===== config.mk =====
export PLATFORM = sky130hd
export DESIGN_NAME = i2c_master_arbiter
export DESIGN_NICKNAME = d
export VERILOG_FILES = /design/src/rtl/i2c_master_arbiter.sv
export SDC_FILE = /design/constraint.sdc
export NUM_CORES = 1
export LEC_CHECK = 0
export ABC_AREA = 1
export ABC_CLOCK_PERIOD_IN_PS = 1900
export CORE_MARGIN = 5
export CORE_UTILIZATION = 35
export CTS_CLUSTER_SIZE = 10
export DETAILED_ROUTE_END_ITERATION = 10
export PLACE_DENSITY_LB_ADDON = 0.25
export SLEW_MARGIN = 20
export SYNTH_ARGS = -nofsm -noshare
export SYNTH_HDL_FRONTEND = slang
export SYNTH_SLANG_ARGS = --single-unit
export TNS_END_PERCENT = 100

===== constraint.sdc =====
create_clock -name clk -period 1.9 [get_ports clk]
set_input_delay 0.57 -clock clk [delete_from_list [all_inputs] [get_ports clk]]
set_output_delay 0.57 -clock clk [all_outputs]
set_load 0.02 [all_outputs]

===== src/rtl/i2c_master_arbiter.sv =====
// Purpose:      round-robin sharing of one I2C master between NUM_REQ on-chip requesters.
// Latency:      req seen in IDLE -> grant next cycle -> m_en one cycle later; done one cycle after m_done.
// Backpressure: GRANT holds while m_busy=1; losing requesters stay pending until served.
//
// Ports: clk/resetN (async active-low); req/req_rw/req_addr/req_wdata per requester (packed,
// requester 0 in LSBs); grant/done one-hot to the owner; rdata/nack/timeout_err response, valid
// with done and held until the next response; busy = not IDLE; m_* drive and observe the master.
// Optional macro I2C_ARB_TIMEOUT_EN adds a WAIT watchdog of TIMEOUT_CYCLES; without it
// timeout_err is tied 0 and WAIT holds until m_done.
module i2c_master_arbiter #(
  parameter int NUM_REQ        = 4,
  parameter int ADDR_W         = 7,
  parameter int DATA_W         = 8,
  parameter int TIMEOUT_CYCLES = 4096
) (
  input  logic                      clk,
  input  logic                      resetN,
  input  logic [NUM_REQ-1:0]        req,
  input  logic [NUM_REQ-1:0]        req_rw,
  input  logic [NUM_REQ*ADDR_W-1:0] req_addr,
  input  logic [NUM_REQ*DATA_W-1:0] req_wdata,
  output logic [NUM_REQ-1:0]        grant,
  output logic [NUM_REQ-1:0]        done,
  output logic [DATA_W-1:0]         rdata,
  output logic                      nack,
  output logic                      timeout_err,
  output logic                      busy,
  output logic                      m_en,
  output logic                      m_rw,
  output logic [ADDR_W-1:0]         m_addr,
  output logic [DATA_W-1:0]         m_wdata,
  input  logic                      m_busy,
  input  logic                      m_done,
  input  logic                      m_nack,
  input  logic [DATA_W-1:0]         m_rdata
);

  localparam int PW = $clog2(NUM_REQ);

  typedef enum logic [2:0] {S_IDLE, S_GRANT, S_LAUNCH, S_WAIT, S_RESP} state_t;

  state_t              state, state_nxt;
  logic [PW-1:0]       ptr, win, pick;
  logic                pick_vld;
  logic                pick_rw;
  logic [ADDR_W-1:0]   pick_addr;
  logic [DATA_W-1:0]   pick_wdata;
  logic [NUM_REQ-1:0]  win_oh;
  logic                rsp_cap;
  logic                wd_fire;
  int                  idx;
  logic [PW-1:0]       idx_w;

  // Scan from ptr upward with wrap; iterating the offsets from highest to lowest lets the
  // nearest set bit overwrite the others.
  always_comb begin
    pick     = '0;
    pick_vld = 1'b0;
    idx      = 0;
    idx_w    = '0;
    for (int i = NUM_REQ - 1; i >= 0; i--) begin
      idx = int'(ptr) + i;
      if (idx >= NUM_REQ) idx = idx - NUM_REQ;
      idx_w = PW'(idx);
      if (req[idx_w]) begin
        pick     = idx_w;
        pick_vld = 1'b1;
      end
    end
  end

  // Command mux and owner decode use constant slices only.
  always_comb begin
    pick_rw    = 1'b0;
    pick_addr  = '0;
    pick_wdata = '0;
    win_oh     = '0;
    for (int i = 0; i < NUM_REQ; i++) begin
      if (pick == PW'(i)) begin
        pick_rw    = req_rw[i];
        pick_addr  = req_addr[i*ADDR_W +: ADDR_W];
        pick_wdata = req_wdata[i*DATA_W +: DATA_W];
      end
      win_oh[i] = (win == PW'(i));
    end
  end

`ifdef I2C_ARB_TIMEOUT_EN
  localparam int WW = $clog2(TIMEOUT_CYCLES + 1);
  logic [WW-1:0] wd_cnt;
  logic          wd_exp;
  assign wd_exp = (wd_cnt >= WW'(TIMEOUT_CYCLES));
`else
  logic          wd_exp;
  assign wd_exp = 1'b0;
`endif

  always_ff @(posedge clk or negedge resetN) begin
    if (!resetN) state <= S_IDLE;
    else         state <= state_nxt;
  end

  always_comb begin
    state_nxt = state;
    rsp_cap   = 1'b0;
    wd_fire   = 1'b0;
    case (state)
      S_IDLE:   if (pick_vld) state_nxt = S_GRANT;
      S_GRANT:  if (!m_busy) state_nxt = S_LAUNCH;
      // A completion arriving in the launch cycle itself is accepted.
      S_LAUNCH: begin
        if (m_done) begin
          state_nxt = S_RESP;
          rsp_cap   = 1'b1;
        end else begin
          state_nxt = S_WAIT;
        end
      end
      S_WAIT: begin
        if (m_done) begin
          state_nxt = S_RESP;
          rsp_cap   = 1'b1;
        end else if (wd_exp) begin
          state_nxt = S_RESP;
          wd_fire   = 1'b1;
        end
      end
      S_RESP:   state_nxt = S_IDLE;
      default:  state_nxt = S_IDLE;
    endcase
  end

  assign busy  = (state != S_IDLE);
  assign grant = busy ? win_oh : '0;
  assign done  = (state == S_RESP) ? win_oh : '0;
  assign m_en  = (state == S_LAUNCH);

  always_ff @(posedge clk or negedge resetN) begin
    if (!resetN) begin
      ptr     <= '0;
      win     <= '0;
      m_rw    <= 1'b0;
      m_addr  <= '0;
      m_wdata <= '0;
      rdata   <= '0;
      nack    <= 1'b0;
    end else begin
      if (state == S_IDLE && pick_vld) begin
        win     <= pick;
        m_rw    <= pick_rw;
        m_addr  <= pick_addr;
        m_wdata <= pick_wdata;
      end
      if (rsp_cap) begin
        rdata <= m_rdata;
        nack  <= m_nack;
      end else if (wd_fire) begin
        rdata <= '0;
        nack  <= 1'b1;
      end
      if (state == S_RESP) ptr <= (win == PW'(NUM_REQ - 1)) ? '0 : win + PW'(1);
    end
  end

`ifdef I2C_ARB_TIMEOUT_EN
  // Counter restarts on every entry to WAIT (it is cleared during LAUNCH).
  always_ff @(posedge clk or negedge resetN) begin
    if (!resetN) begin
      wd_cnt      <= '0;
      timeout_err <= 1'b0;
    end else begin
      if (state == S_LAUNCH)    wd_cnt <= '0;
      else if (state == S_WAIT) wd_cnt <= wd_cnt + WW'(1);
      if (rsp_cap)      timeout_err <= 1'b0;
      else if (wd_fire) timeout_err <= 1'b1;
    end
  end
`else
  assign timeout_err = 1'b0;
`endif

endmodule


======== Word-level counts from Yosys, hierarchy flattened ========
Cells that the tools add are included.
storage, ports and cells
  bits in registers ....................... 32
  bits of input ports ..................... 81
  output and inout bits ................... 36
  word-level logic and storage cells ...... 88
cells by class
  add/sub/neg operators ................... 8
  $lt $le $gt $ge ......................... 8
  equal/unequal tests ..................... 13
  mux-type cells .......................... 44
  reductions and logical operators ........ 7
operators by type and width
  cell                                                                          count
  8-bit two-way mux                                                             5
  7-bit two-way mux                                                             4
  2-bit two-way mux                                                             9
  1-bit two-way mux                                                             15
  2-bit by 3-bit less-than comparator with 1-bit output, second input constant  4
  3-bit two-way mux                                                             4
  3-bit one-hot mux with 4 select lines                                         1
  3-bit >= comparator, second input constant                                    3
  1-bit binary-select mux with 2-bit select                                     4
  2-bit equality test, second input constant                                    4
  4-bit two-way mux                                                             2
  2-bit by 1-bit subtractor with 2-bit output, second input constant            4
  2-bit by 2-bit adder with 3-bit output, second input constant                 2
  3-bit by 2-bit equality test with 1-bit output, second input constant         2
  2-bit != test, second input constant                                          3
  2-bit by 1-bit equality test with 1-bit output, second input constant         2
  2-bit zero test                                                               2
  2-bit by 1-bit adder with 3-bit output, second input constant                 1
  3-bit by 1-bit equality test with 1-bit output, second input constant         1
  3-bit equality test, second input constant                                    1
  2-bit by 3-bit >= comparator with 1-bit output, second input constant         1
  3-bit zero test                                                               1
  3-bit AND reduction                                                           1
  3-bit nonzero test                                                            1
  other kinds (3)                                                               3

======== Depth between registers and ports, before layout ========
  depth in word-level cells ............... 14
  gate-level depth with buffers ........... 16
  gate-level depth less buffers ........... 14

======== Worst setup path before layout ========
No wires, ideal clock.
  kind .................................... input-to-reg
  start ................................... in req[0]
  end ..................................... reg m_addr[0]
  setup time .............................. 0.116 ns
  arrival time ............................ 1.655 ns
  data required time ...................... 1.784 ns
  setup slack ............................. 0.129 ns
  stages on the path ...................... 13
  buffers on the path ..................... 1
  cells stage by stage .................... nand2_1 nand2_1 nand2_1 nand2_2 nor2_1 nor2_2 nand2_4 nand2_4 buf_2 o21ai_0 nand3_1 nand2_1 nand2_1
between the ends
  word-level cells in the longest chain between the ends .. 11
  elaborated cells between the ends (all ways) .. 25
  those cells by class .................... eq/ne (3); mux (20); reduce/logical (2)
ends and longest elaborated chain
  what                                       RTL line  RTL
  start: declaration                         18        input logic [NUM_REQ-1:0] req,
  1-bit binary-select mux with 2-bit select  65        if (req[idx_w]) begin
  1-bit two-way mux (not written as such)    65
  2-bit two-way mux (4 in a row)             65
  2-bit zero test                            79        if (pick == PW'(i)) begin
  7-bit two-way mux (4 in a row)             79
  end signal: assignment                     151       m_addr <= pick_addr;
  end: declaration                           30        output logic [ADDR_W-1:0] m_addr,
Several ways; a longest one is shown, not always the timed one. The select of a mux whose other input is x is not followed.
A chain may end at the register's enable or synchronous reset.

======== Final worst setup path ========
  start ................................... reg ptr[0]
  end ..................................... reg m_wdata[2]
between the ends
  word-level cells in the longest chain between the ends .. 14
  elaborated cells between the ends (all ways) .. 40
  those cells by class .................... add/sub (7); order compare (4); eq/ne (3); mux (24); reduce/logical (2)
ends and longest elaborated chain
  what                                                                                       RTL line  RTL
  start: declaration                                                                         43        logic [PW-1:0] ptr, win, pick;
  start signal: assignment                                                                   161       if (state == S_RESP) ptr <= (win == PW'(NUM_REQ - 1)) ? '0 : win + PW'(1);
  2-bit by 2-bit adder with 3-bit output                                                     62        idx = int'(ptr) + i;
  3-bit >= comparator / 2-bit by 1-bit subtractor with 2-bit output (equally long branches)  63        if (idx >= NUM_REQ) idx = idx - NUM_REQ;
  2-bit two-way mux                                                                          63
  1-bit binary-select mux with 2-bit select                                                  65
  1-bit two-way mux (not written as such)                                                    65
  2-bit two-way mux (4 in a row)                                                             65
  2-bit zero test                                                                            79
  8-bit two-way mux (4 in a row)                                                             79
  end signal: assignment                                                                     152       m_wdata <= pick_wdata;
  end: declaration                                                                           31        output logic [DATA_W-1:0] m_wdata,
Several ways; a longest one is shown, not always the timed one. The select of a mux whose other input is x is not followed.

==> summary.md <==
| Metric | Value |
|---|---|
| Status | `finished, violations left` |
| Failing checks | `setup timing` |
| # clock sinks | `32` |
| YS warnings | `0` |
| Post-Synthesis Cells | `343` |
| GRT Total Usage | `19.1%` |
| Rows | `29` |
| Vias in the first global route | `~2,900` |
| Post-synthesis sequential area ratio | `about 36%` |
| Gr ovfl total | `0` |
| Nets | `roughly 570` |
| Syn Nets | `roughly 430` |
| VDD IR max | `a little over 1 mV` |
| Worst-path clk slew | `roughly 0.070 ns` |
| CP Launch Type | `register` |
| Worst endpoint data arrival time | `between 2 and 2.5 ns` |
| Root buf cell | `clkbuf_8` |
| GP Congestion | `approximately 0.84` |
| Core Region | `approximately 6300 um^2` |
| Top Ports | `~120` |
| Leakage power | `approximately 2.1 nW` |
| # setup viols final | `6` |
| Worst Hold Class | `primary input to asynchronous set/reset pin` |
| Fin Clk Skew | `about 0.0038 ns` |
| Remaining DRCs | `0` |
| Area Growth Syn to Fin | `82.6%` |
| Critical Path RT | `2.07 ns` |
| Number of flops mapped to enable cells by yosys | `0` |
| RSZ-0062 raised after global routing | `yes` |
| Library cells used by synthesis | `25` |
| Pwr per Cell Area | `2060 nW/um^2` |
| Initial antenna violation count | `0` |
| Critical path startpoint | `ptr[0]` |
| MaxCap Viol Count | `0` |
| Maximum net fanout on the critical path | `12` |
| Die height | `about 90 um` |
| Largest net degree at the start of global routing | `33` |
| DP Worst Slack | `-0.550 ns` |
| Buffers on Ports | `115` |
| Fin crit share | `102%` |
| Critical Path Sink Type | `register` |
| CTS Buf Count | `5` |
| Final WL | `just under 8000 um` |
| Number of routed nets with antenna violations | `0` |
| Avg WL per Cell | `about 14 um` |
| Maximum clock path buffer count | `2` |
| DIE WIDTH | `between 90 and 100 um` |
| Main synth FF type | `dfrtp_1` |
| Synthesized cell area | `approximately 2200 um^2` |
| First-pass GRT wire length | `13,000 um` |
| DR vias | `between 2,000 and 3,000` |
| Min Tclk post-route | `between 1.5 and 2 ns` |
| Setup ws final | `-0.0291 ns` |
| Max Freq | `slightly above 0.5 GHz` |
| Finished Layout Cells | `567` |
| Total die area | `around 8100 um^2` |
| Post-CTS Hold Buffers | `0` |
| H-tree levels | `2` |
| Final Hold Viols | `0` |
| Fill cell count | `roughly 570` |
| Placed Cells | `between 500 and 600` |
| Non-Filler Cell Area, Final | `slightly above 4000 um^2` |
| Asr flop ratio synth | `between 90% and 100%` |
| Power Total | `8.43 mW` |
| Clk_lat worst skew | `between 0.2 and 0.3 ns` |
| Initial core utilization | `between 30% and 40%` |
| Layout cells sized above 1 | `24.7%` |
| Antenna diodes | `0` |
| Placed inst area | `3640 um^2` |
| Crit path kind | `register to register` |
| HPWL after DPL | `5750 um` |
| Avg Cell Area, Syn | `6.55 um^2` |
| Initial DRC Count | `169` |
| Vias per Instance | `~4.9` |
| Worst r2r src | `ptr[0]` |
| Hold_ws | `just over 0.3 ns` |
| Final Max Slew Viols | `0` |
| Yosys reg bits | `32` |
| 1st-pass router iterations | `4` |
| CTS tree | `done` |
power breakdown:
part / switching, mW / internal, mW
Sequential: 0.210 / 1.02
Combinational: 3.67 / 2.82
Clock: 0.244 / 0.463
Total: 4.12 / 4.31
path summary, 6_finish.rpt:
kind                              end  slack, ns  cells past startpoint
max                        m_wdata[2]      -0.03                     15
min                          rdata[5]       0.31                      2
max reg2reg                m_wdata[2]      -0.03                     15
min reg2reg                      nack       0.47                      2
max in group asynchronous      ptr[0]       1.27                      2
min in group clk                 nack       0.47                      2
Yosys cell counts, types with 4 or more instances:
cell type | count | area, um^2
nand2_1 | 121 | 454
inv_1 | 48 | 180
nand4_1 | 34 | 213
dfrtp_1 | 32 | 801
nand3_1 | 27 | 135
nor2_1 | 16 | 60.1
o21ai_0 | 14 | 70.1
o21ai_1 | 10 | 50.1
buf_2 | 7 | 35.0
buf_4 | 4 | 30.0
clkbuf_1 | 4 | 15.0
ha_1 | 4 | 50.1
flip-flops by register name, indices dropped and copies added (netlist names):
name,cells
win,2
ptr,2
m_addr,7
nack,1
m_rw,1
rdata,8
state,3
m_wdata,8
worst max-delay path: stages (launching register included):
cell      delay, ns
dfrtp_2        0.46
clkinv_4       0.12
nand2_2        0.09
nand2_4        0.06
nand2_2        0.08
nand2_2        0.06
buf_6          0.11
nor2_4         0.09
nor2_4         0.06
nand2_4        0.10
nand2_8        0.11
nand2_8        0.14
buf_4          0.13
nand4_1        0.10
nand2_1        0.07
nand2_1        0.04
timing repair:
item / 4_1_cts / 5_1_grt
resized for setup: 87 / 52
pin swaps: 13 / 26
buffers inserted: 3 / 2
gates cloned: 4 / 0
endpoints found under the setup margin: 28 / 25
cells by family after synthesis:
logic type,after synthesis,synth area share (%)
AO/OA/AOI/OAI,29,6.69
adder cells (fa/ha/maj),4,2.23
buffers and inverters,71,13.7
flip-flops,32,35.7
other,1,0.167
AND/OR/NAND/NOR,206,41.6
routing by layer:
layer / part of all wire (%) / GRT usage, % / routed length, um
met1: 39 / 20.6 / 3060
met2: 52 / 34.6 / 4080
met3: 8.2 / 6.68 / 646
met4: 1.5 / 5.71 / 122
met5: 0 / 0 / 0
metrics by stage:
stage / utilization (%) / TNS, ns
6_report: 64.9 / -0.0634
2_1_floorplan: - / 0
3_3_place_gp: 57.7 / -9.27
5_1_grt: 64.9 / -2.14
3_5_place_dp: 57.7 / -10.07
4_1_cts: 62.4 / 0
layout by cell type, fill, tap and decap left out, drive strengths merged, types with 3 or more instances in the layout:
master,count
a21oi,4
buf,51
clkbuf,8
clkdlybuf4s50,100
clkinv,3
dfrtp,32
dlygate4sd2,3
ha,4
inv,50
nand2,128
nand3,27
nand4,34
nor2,17
o21ai,24
area by class of cell:
class / instances / area (um^2) / share of cell area, %
clock buffers: 7 / 96.3 / 2.35
multi-input cells: 241 / 1390 / 33.8
inverters: 53 / 209 / 5.10
flip-flops and latches: 32 / 802 / 19.6
clock inverters: 1 / 30.0 / 0.732
well taps: 77 / 96.3 / 2.35
repair buffers: 156 / 1480 / 36.1
Note: power is estimated with default switching activity, not from simulation.
